**config.mk**
```make
export PLATFORM = sky130hd
export DESIGN_NAME = serial_addsub
export DESIGN_NICKNAME = d
export VERILOG_FILES = /design/src/rtl/serial_addsub_pkg.sv /design/src/rtl/serial_addsub_fa.sv /design/src/rtl/serial_addsub.sv
export SDC_FILE = /design/constraint.sdc
export NUM_CORES = 1
export LEC_CHECK = 0
export CORE_MARGIN = 5
export CORE_UTILIZATION = 52
export DETAILED_ROUTE_END_ITERATION = 8
export PLACE_DENSITY = 0.74
export SYNTH_ARGS = -nofsm -noshare
export SYNTH_HDL_FRONTEND = slang
export SYNTH_HIERARCHICAL = 1
export SYNTH_SLANG_ARGS = --single-unit
```
**constraint.sdc**
```tcl
create_clock -name clk -period 1.9 [get_ports clk]
set_input_delay 0.38 -clock clk [delete_from_list [all_inputs] [get_ports clk]]
set_output_delay 0.38 -clock clk [all_outputs]
set_load 0.005 [all_outputs]
```
**src/rtl/serial_addsub_pkg.sv**
```systemverilog
`default_nettype none
// ============================================================================
// Module      : serial_addsub_pkg
// Description : Shared types and constants for the bit-serial adder/subtractor.
// Revision    : 1.0 - initial release
// ============================================================================
package serial_addsub_pkg;

   // Controller states; width fixed at two bits
   typedef enum logic [1:0] {
      ST_IDLE = 2'd0,
      ST_RUN  = 2'd1,
      ST_DONE = 2'd2
   } state_t;

   // Supported operand width range
   localparam int c_WIDTH_MIN = 1;
   localparam int c_WIDTH_MAX = 64;

   // True when an operand width lies inside the supported range
   function automatic logic width_ok(input int w);
      return (w >= c_WIDTH_MIN) && (w <= c_WIDTH_MAX);
   endfunction

endpackage
`default_nettype wire

```
**src/rtl/serial_addsub_fa.sv**
```systemverilog
`default_nettype none
// ============================================================================
// Module      : serial_addsub_fa
// Description : 1-bit combinational full adder made of two half-adder stages
//               and an OR for the carry.
// Revision    : 1.0 - initial release
// ============================================================================
module serial_addsub_fa (
   input  logic a,
   input  logic b,
   input  logic cin,
   output logic s,
   output logic cout
);
   import serial_addsub_pkg::*;

   logic w_hs1_s;
   logic w_hs1_c;
   logic w_hs2_c;

   // First half adder: operand bits
   assign w_hs1_s = a ^ b;
   assign w_hs1_c = a & b;

   // Second half adder: partial sum plus incoming carry
   assign s       = w_hs1_s ^ cin;
   assign w_hs2_c = w_hs1_s & cin;

   // Either stage may generate the carry, never both at once
   assign cout    = w_hs1_c | w_hs2_c;

endmodule
`default_nettype wire

```
**src/rtl/serial_addsub.sv**
```systemverilog
`default_nettype none
// ============================================================================
// Module      : serial_addsub
// Description : Bit-serial adder/subtractor. One full-adder cell plus a carry
//               flop process one bit per clock, LSB first, behind a
//               start/done handshake. Subtraction is a + ~b + 1.
// Revision    : 1.0 - initial release
// ============================================================================
module serial_addsub #(
   parameter int WIDTH = 8,
   parameter int CNT_W = $clog2(WIDTH + 1)
) (
   input  logic             clk,
   input  logic             rst_n,
   input  logic             start,
   input  logic             sub,
   input  logic [WIDTH-1:0] a,
   input  logic [WIDTH-1:0] b,
   output logic             busy,
   output logic             done,
   output logic [WIDTH-1:0] sum,
   output logic             cout,
   output logic             ovf
);
   import serial_addsub_pkg::*;

   // Index of the last bit processed in RUN
   localparam logic [CNT_W-1:0] c_LAST = CNT_W'(WIDTH - 1);

   if (!width_ok(WIDTH)) begin : g_width_check
      $error("serial_addsub: WIDTH out of supported range 1..64");
   end

   state_t           r_state;
   logic [WIDTH-1:0] r_a_sh;
   logic [WIDTH-1:0] r_b_sh;
   logic [WIDTH-1:0] r_res_sh;
   logic             r_carry;
   logic [CNT_W-1:0] r_cnt;
   logic [WIDTH-1:0] r_sum;
   logic             r_cout;
   logic             r_ovf;
   logic             r_busy;
   logic             r_done;

   logic             w_s;
   logic             w_c;
   logic [WIDTH-1:0] w_res_next;

   // The single arithmetic cell works on the current LSBs and carry
   serial_addsub_fa u_fa (
      .a    (r_a_sh[0]),
      .b    (r_b_sh[0]),
      .cin  (r_carry),
      .s    (w_s),
      .cout (w_c)
   );

   // Result register shifts right with the new bit entering at the MSB
   if (WIDTH == 1) begin : g_res_w1
      assign w_res_next = w_s;
   end else begin : g_res_wn
      assign w_res_next = {w_s, r_res_sh[WIDTH-1:1]};
   end

   // Controller, datapath shift registers and registered outputs
   always_ff @(posedge clk or negedge rst_n) begin
      if (!rst_n) begin
         r_state  <= ST_IDLE;
         r_a_sh   <= '0;
         r_b_sh   <= '0;
         r_res_sh <= '0;
         r_carry  <= 1'b0;
         r_cnt    <= '0;
         r_sum    <= '0;
         r_cout   <= 1'b0;
         r_ovf    <= 1'b0;
         r_busy   <= 1'b0;
         r_done   <= 1'b0;
      end else begin
         r_done <= 1'b0;
         case (r_state)
            ST_IDLE: begin
               if (start) begin
                  // Subtraction: invert b and seed the carry with 1
                  r_a_sh  <= a;
                  r_b_sh  <= sub ? ~b : b;
                  r_carry <= sub;
                  r_cnt   <= '0;
                  r_busy  <= 1'b1;
                  r_state <= ST_RUN;
               end
            end
            ST_RUN: begin
               r_a_sh   <= r_a_sh >> 1;
               r_b_sh   <= r_b_sh >> 1;
               r_res_sh <= w_res_next;
               r_carry  <= w_c;
               r_cnt    <= r_cnt + CNT_W'(1);
               if (r_cnt == c_LAST) begin
                  // r_carry is the carry into the MSB at this edge, so the
                  // overflow is formed directly without a separate flop
                  r_sum   <= w_res_next;
                  r_cout  <= w_c;
                  r_ovf   <= r_carry ^ w_c;
                  r_busy  <= 1'b0;
                  r_done  <= 1'b1;
                  r_state <= ST_DONE;
               end
            end
            ST_DONE: begin
               r_state <= ST_IDLE;
            end
            default: begin
               r_state <= ST_IDLE;
            end
         endcase
      end
   end

   assign busy = r_busy;
   assign done = r_done;
   assign sum  = r_sum;
   assign cout = r_cout;
   assign ovf  = r_ovf;

endmodule
`default_nettype wire

```
* Word level (Yosys, flattened, before mapping) *
Index checks and enable logic that the tools add are counted.

operators by class
  muxes and demuxes = 17
  reduce and logical (&&, ||, !) cells = 6
  bitwise logic cells = 7
  eq/ne operators = 4
  $add $sub $neg = 1

operators with widths
  kind                                                  count
  case mux 8 bit (2 select lines)                       2
  two-way mux 8 bit                                     3
  inverter 8 bit                                        1
  case mux 4 bit (2 select lines)                       1
  AND reduction 2 bit                                   3
  two-way mux 1 bit                                     5
  adder 4 x 1 -> 4 bit (second input constant)          1
  equality test 4 x 3 -> 1 bit (second input constant)  1
  two-way mux 2 bit                                     2
  two-way mux 4 bit                                     1
  inequality test 2 bit (second input constant)         2
  case mux 1 bit (2 select lines)                       2
  case mux 2 bit (2 select lines)                       1
  AND reduction 3 bit                                   1
  bitwise XOR 1 bit                                     3
  bitwise AND 1 bit                                     2
  equality test 2 x 1 -> 1 bit (second input constant)  1
  zero test 2 bit                                       1
  nonzero test 2 bit                                    1
  bitwise OR 1 bit                                      1

word-level totals
  bits of input ports = 20
  flip-flop bits (word level) = 43
  output and inout port bits = 12
  logic and storage cells = 46

* Longest topological paths before layout *
  depth after elaboration = 4
  mapped depth = 5
  gate-level depth less buffers = 4

* Cells and area by module *
Netlist, hierarchy kept.

by module, submodules not included
  module            cells each  area an instance (um^2)  sequential area each (um^2)  times used
  serial_addsub     180         1923.1                   1051.0                       1
  serial_addsub_fa  1           20.0                     0.0                          1

* Worst setup path after synthesis *
OpenSTA, ideal clock, no wires.

  path type = register -> register
  from = reg r_cnt[0]
  to = reg r_cout, in the netlist cout
  buffers on the path = 1
  data required time = 1.772 ns
  arrival = 1.292 ns
  library setup time = 0.128 ns
  setup slack = 0.480 ns
  stages on the path, launching flop included = 6
  period minus slack after synthesis = 1.420 ns
  path through = dfrtp_1 -> ha_1 -> nand2_1 -> nor3_2 -> buf_6 -> mux2_1

on the way
  longest elaborated chain between the ends = 2

ends and longest elaborated chain
  element                        line                  text
  start, declared                serial_addsub.sv:39   logic [CNT_W-1:0] r_cnt;
  start signal, assigned         serial_addsub.sv:99   r_cnt <= r_cnt + CNT_W'(1);
  equality test 4 x 3 -> 1 bit   serial_addsub.sv:100  if (r_cnt == c_LAST) begin
  AND reduction 2 bit (no line)  -
  end signal, assigned           serial_addsub.sv:104  r_cout <= w_c;
  end, declared                  serial_addsub.sv:41   logic r_cout;

No other way between the ends.
A chain may end at the register's enable or synchronous reset.

* Worst setup path in the final report *
  from = reg r_state[0]
  to = reg r_sum[4], in the netlist sum[4]

on the way
  longest elaborated chain between the ends = 2

ends and longest elaborated chain
  element                        line                  text
  start, declared                serial_addsub.sv:34   state_t r_state;
  start signal, assigned         serial_addsub.sv:69   r_state <= ST_IDLE;
  start signal, assigned         serial_addsub.sv:91   r_state <= ST_RUN;
  start signal, assigned         serial_addsub.sv:108  r_state <= ST_DONE;
  equality test 2 x 1 -> 1 bit   serial_addsub.sv:82   case (r_state)
  AND reduction 2 bit (no line)  -
  end signal, assigned           serial_addsub.sv:103  r_sum <= w_res_next;
  end, declared                  serial_addsub.sv:40   logic [WIDTH-1:0] r_sum;

No other way between the ends.

==> impl_metrics.ini <==
[finish]
syn_to_final_growth_pct = 27.0
nFillCells = 305
regArea_um2 = 1050
stdcell_area_um2 = 2470
nets = 239
antennaDiodeCount = 0
layout_commonest_cell = dfrtp_1
fin_util_pct = 67.9
drive_gt1_share_pct = 11.0
multi_input_area_um2 = 800
final_cell_mix = dfrtp_1, clkdlybuf4s50_1, nand2_1
final_cells = 266

[min_path]
hold_class = primary input to async pin

[critical_path]
critPathMaxFanout = 11
cp_data_arrival_time_ns = 1.76
worst_ep_required_time_ns = 2.08
start_kind = flip-flop
path_class = flip-flop to flip-flop
worst-r2r-cell-count = 4
critPathCaptureType = flip-flop

[detailed_routing]
wire_per_inst_um = 14.5
routed_wl_um = 3860
drt_first_pass_iters = 4
vias = 1462
viasPerCell = 5.50
drtAntennaViolNets = 0
drc_errors = 0
drt_iter0_drc = 86

[clock_network]
clkTransAtPathRegs_ns = 0.08
cts_tree = built
post_cts_resized = 0
numCtsBuffers = 5
clk_latency_ns = 0.29
cts_setup_buffers = 0
root_buffer = clkbuf_8
htreeDepth = 2
cts_hold_buf = 0
cts_sinks = 42
max-clock-path-buffers = 2

[sta]
relSlewSlack_pct = 65.4
maxSlewViolCount = 0
setup_tns_ns = 0
fmax_ghz = 0.631
fin_crit_sh_pct = 83.4
hold_violations = 0
setup_viol = 0
tightest_slew_ns = 0.518
skew_ns = 0.00654
rsz0062_at_grt = false
period_minus_slack_ns = 1.59

[floorplan]
core_area_um2 = 3630
start_util_pct = 53.5
die-height_um = 71.1
rows = 22
pin_count = 32
dieArea_um2 = 5060
die_w_um = 71.1

[logic_synthesis]
synth-seq-area-share_pct = 54.1
syn-num-nets = 203
synthCells = 181
ys_types = 29
yosys_warnings = 6
synth_seq_cells = 42
synth_area_per_cell_um2 = 10.7
syn_area_um2 = 1940

[global_route]
grt-busiest-layer = met2
first_global_vias = 1405
use_met2_pct = 26.3
use_met3_pct = 4.69
grt_pass1_wl_um = 6520
grt-ovfl-total = 0
antenna_found_initial = 0
track_usage_pct = 16.3
grt_use_met1_pct = 20.7
grt_max_degree = 43

[power_and_ir_drop]
power.leakage_nw = 1.10
ir_drop_uv = 786
powerDensity_nw_per_um2 = 1540
power.total_w = 0.00380

[place]
place_inst = 258
place_area_um2 = 2320
dp_hpwl_um = 2770
port_buffers = 31
gp_congestion = 0.781

[status]
outcome = complete, no violations

[job]
drv_cap = 0
## final timing paths
path,slack (ns),start,to
max reg2reg,0.31,r_state[0],sum[4]
min,0.15,rst_n,r_res_sh[4]
max,0.31,r_state[0],sum[4]
min in group clk,0.49,sum[7],sum[7]
max in group asynchronous,1.40,rst_n,r_a_sh[0]
min reg2reg,0.49,sum[7],sum[7]
## per-stage QoR
step	hold WS [ns]	setup WS, ns
after floorplan	0.0844	0.480
after global placement	0.462	0.191
final	0.146	0.315
after detailed placement	0.469	0.104
after CTS	0.151	0.302
after global routing	0.185	0.179
## area by class of cell
class / instances / area share (%)
clock buffer: 6 / 3.35
timing repair buffer: 42 / 15.7
sequential: 42 / 42.6
tap: 48 / 2.43
multi-input combinational: 119 / 32.4
clock inverter: 2 / 2.43
inverter: 7 / 1.06
## synthesized netlist by cell type
cell type	count	area, um2
nor3_1	1	5.00
a22oi_1	9	67.6
ha_1	1	12.5
a21oi_1	12	60.1
mux2_1	8	90.1
mux2_2	3	33.8
fa_1	1	20.0
or3b_1	1	8.76
o211ai_1	1	7.51
nor3_2	1	10.0
clkbuf_1	3	11.3
buf_2	8	40.0
o21ai_0	11	55.1
nand3_1	2	10.0
nand2b_1	1	6.26
o311ai_0	1	8.76
o21bai_1	1	7.51
buf_6	1	11.3
xor2_1	2	17.5
a221o_1	6	60.1
nor2_1	3	11.3
nor2b_1	12	75.1
o32ai_1	6	52.6
xnor2_1	7	61.3
dfrtp_1	42	1050
buf_1	1	3.75
nand2_1	27	101
a22o_1	2	17.5
inv_1	7	26.3
## metal layers
| metal | wire length [um] | part of all wire (%) |
|---|---|---|
| met1 | 1730 | 45 |
| met2 | 1890 | 49 |
| met3 | 192 | 5.0 |
| met4 | 51 | 1.3 |
| met5 | 0 | 0 |
## sequential cells by signal, summed over array words and instances (netlist names)
signal,cells
busy,1
cout,1
done,1
ovf,1
r_a_sh,8
r_b_sh,8
r_carry,1
r_cnt,4
r_res_sh,7
r_state,2
sum,8
## report_power, final
group	switching [W]	internal, W
Clock	0.000303	0.000560
Combinational	0.000646	0.000733
Sequential	0.000287	0.00127
Total	0.00124	0.00256
## logic make-up after synthesis
logic type | count (synthesis) | share of synthesized area (%)
multiplexers | 11 | 6.37
AND/OR/NAND/NOR | 48 | 11.7
AO/OA/AOI/OAI | 49 | 17.3
buffers and inverters | 20 | 4.77
flip-flops | 42 | 54.1
adder cells (fa/ha/maj) | 2 | 1.67
XOR/XNOR | 9 | 4.06
## critical path, cell delays in order, from the launching register on
cell      delay (ns)
dfrtp_1         0.54
nand2b_1        0.14
nor3_2          0.21
buf_4           0.23
mux2_2          0.35
(Power assumes the default switching activity.)
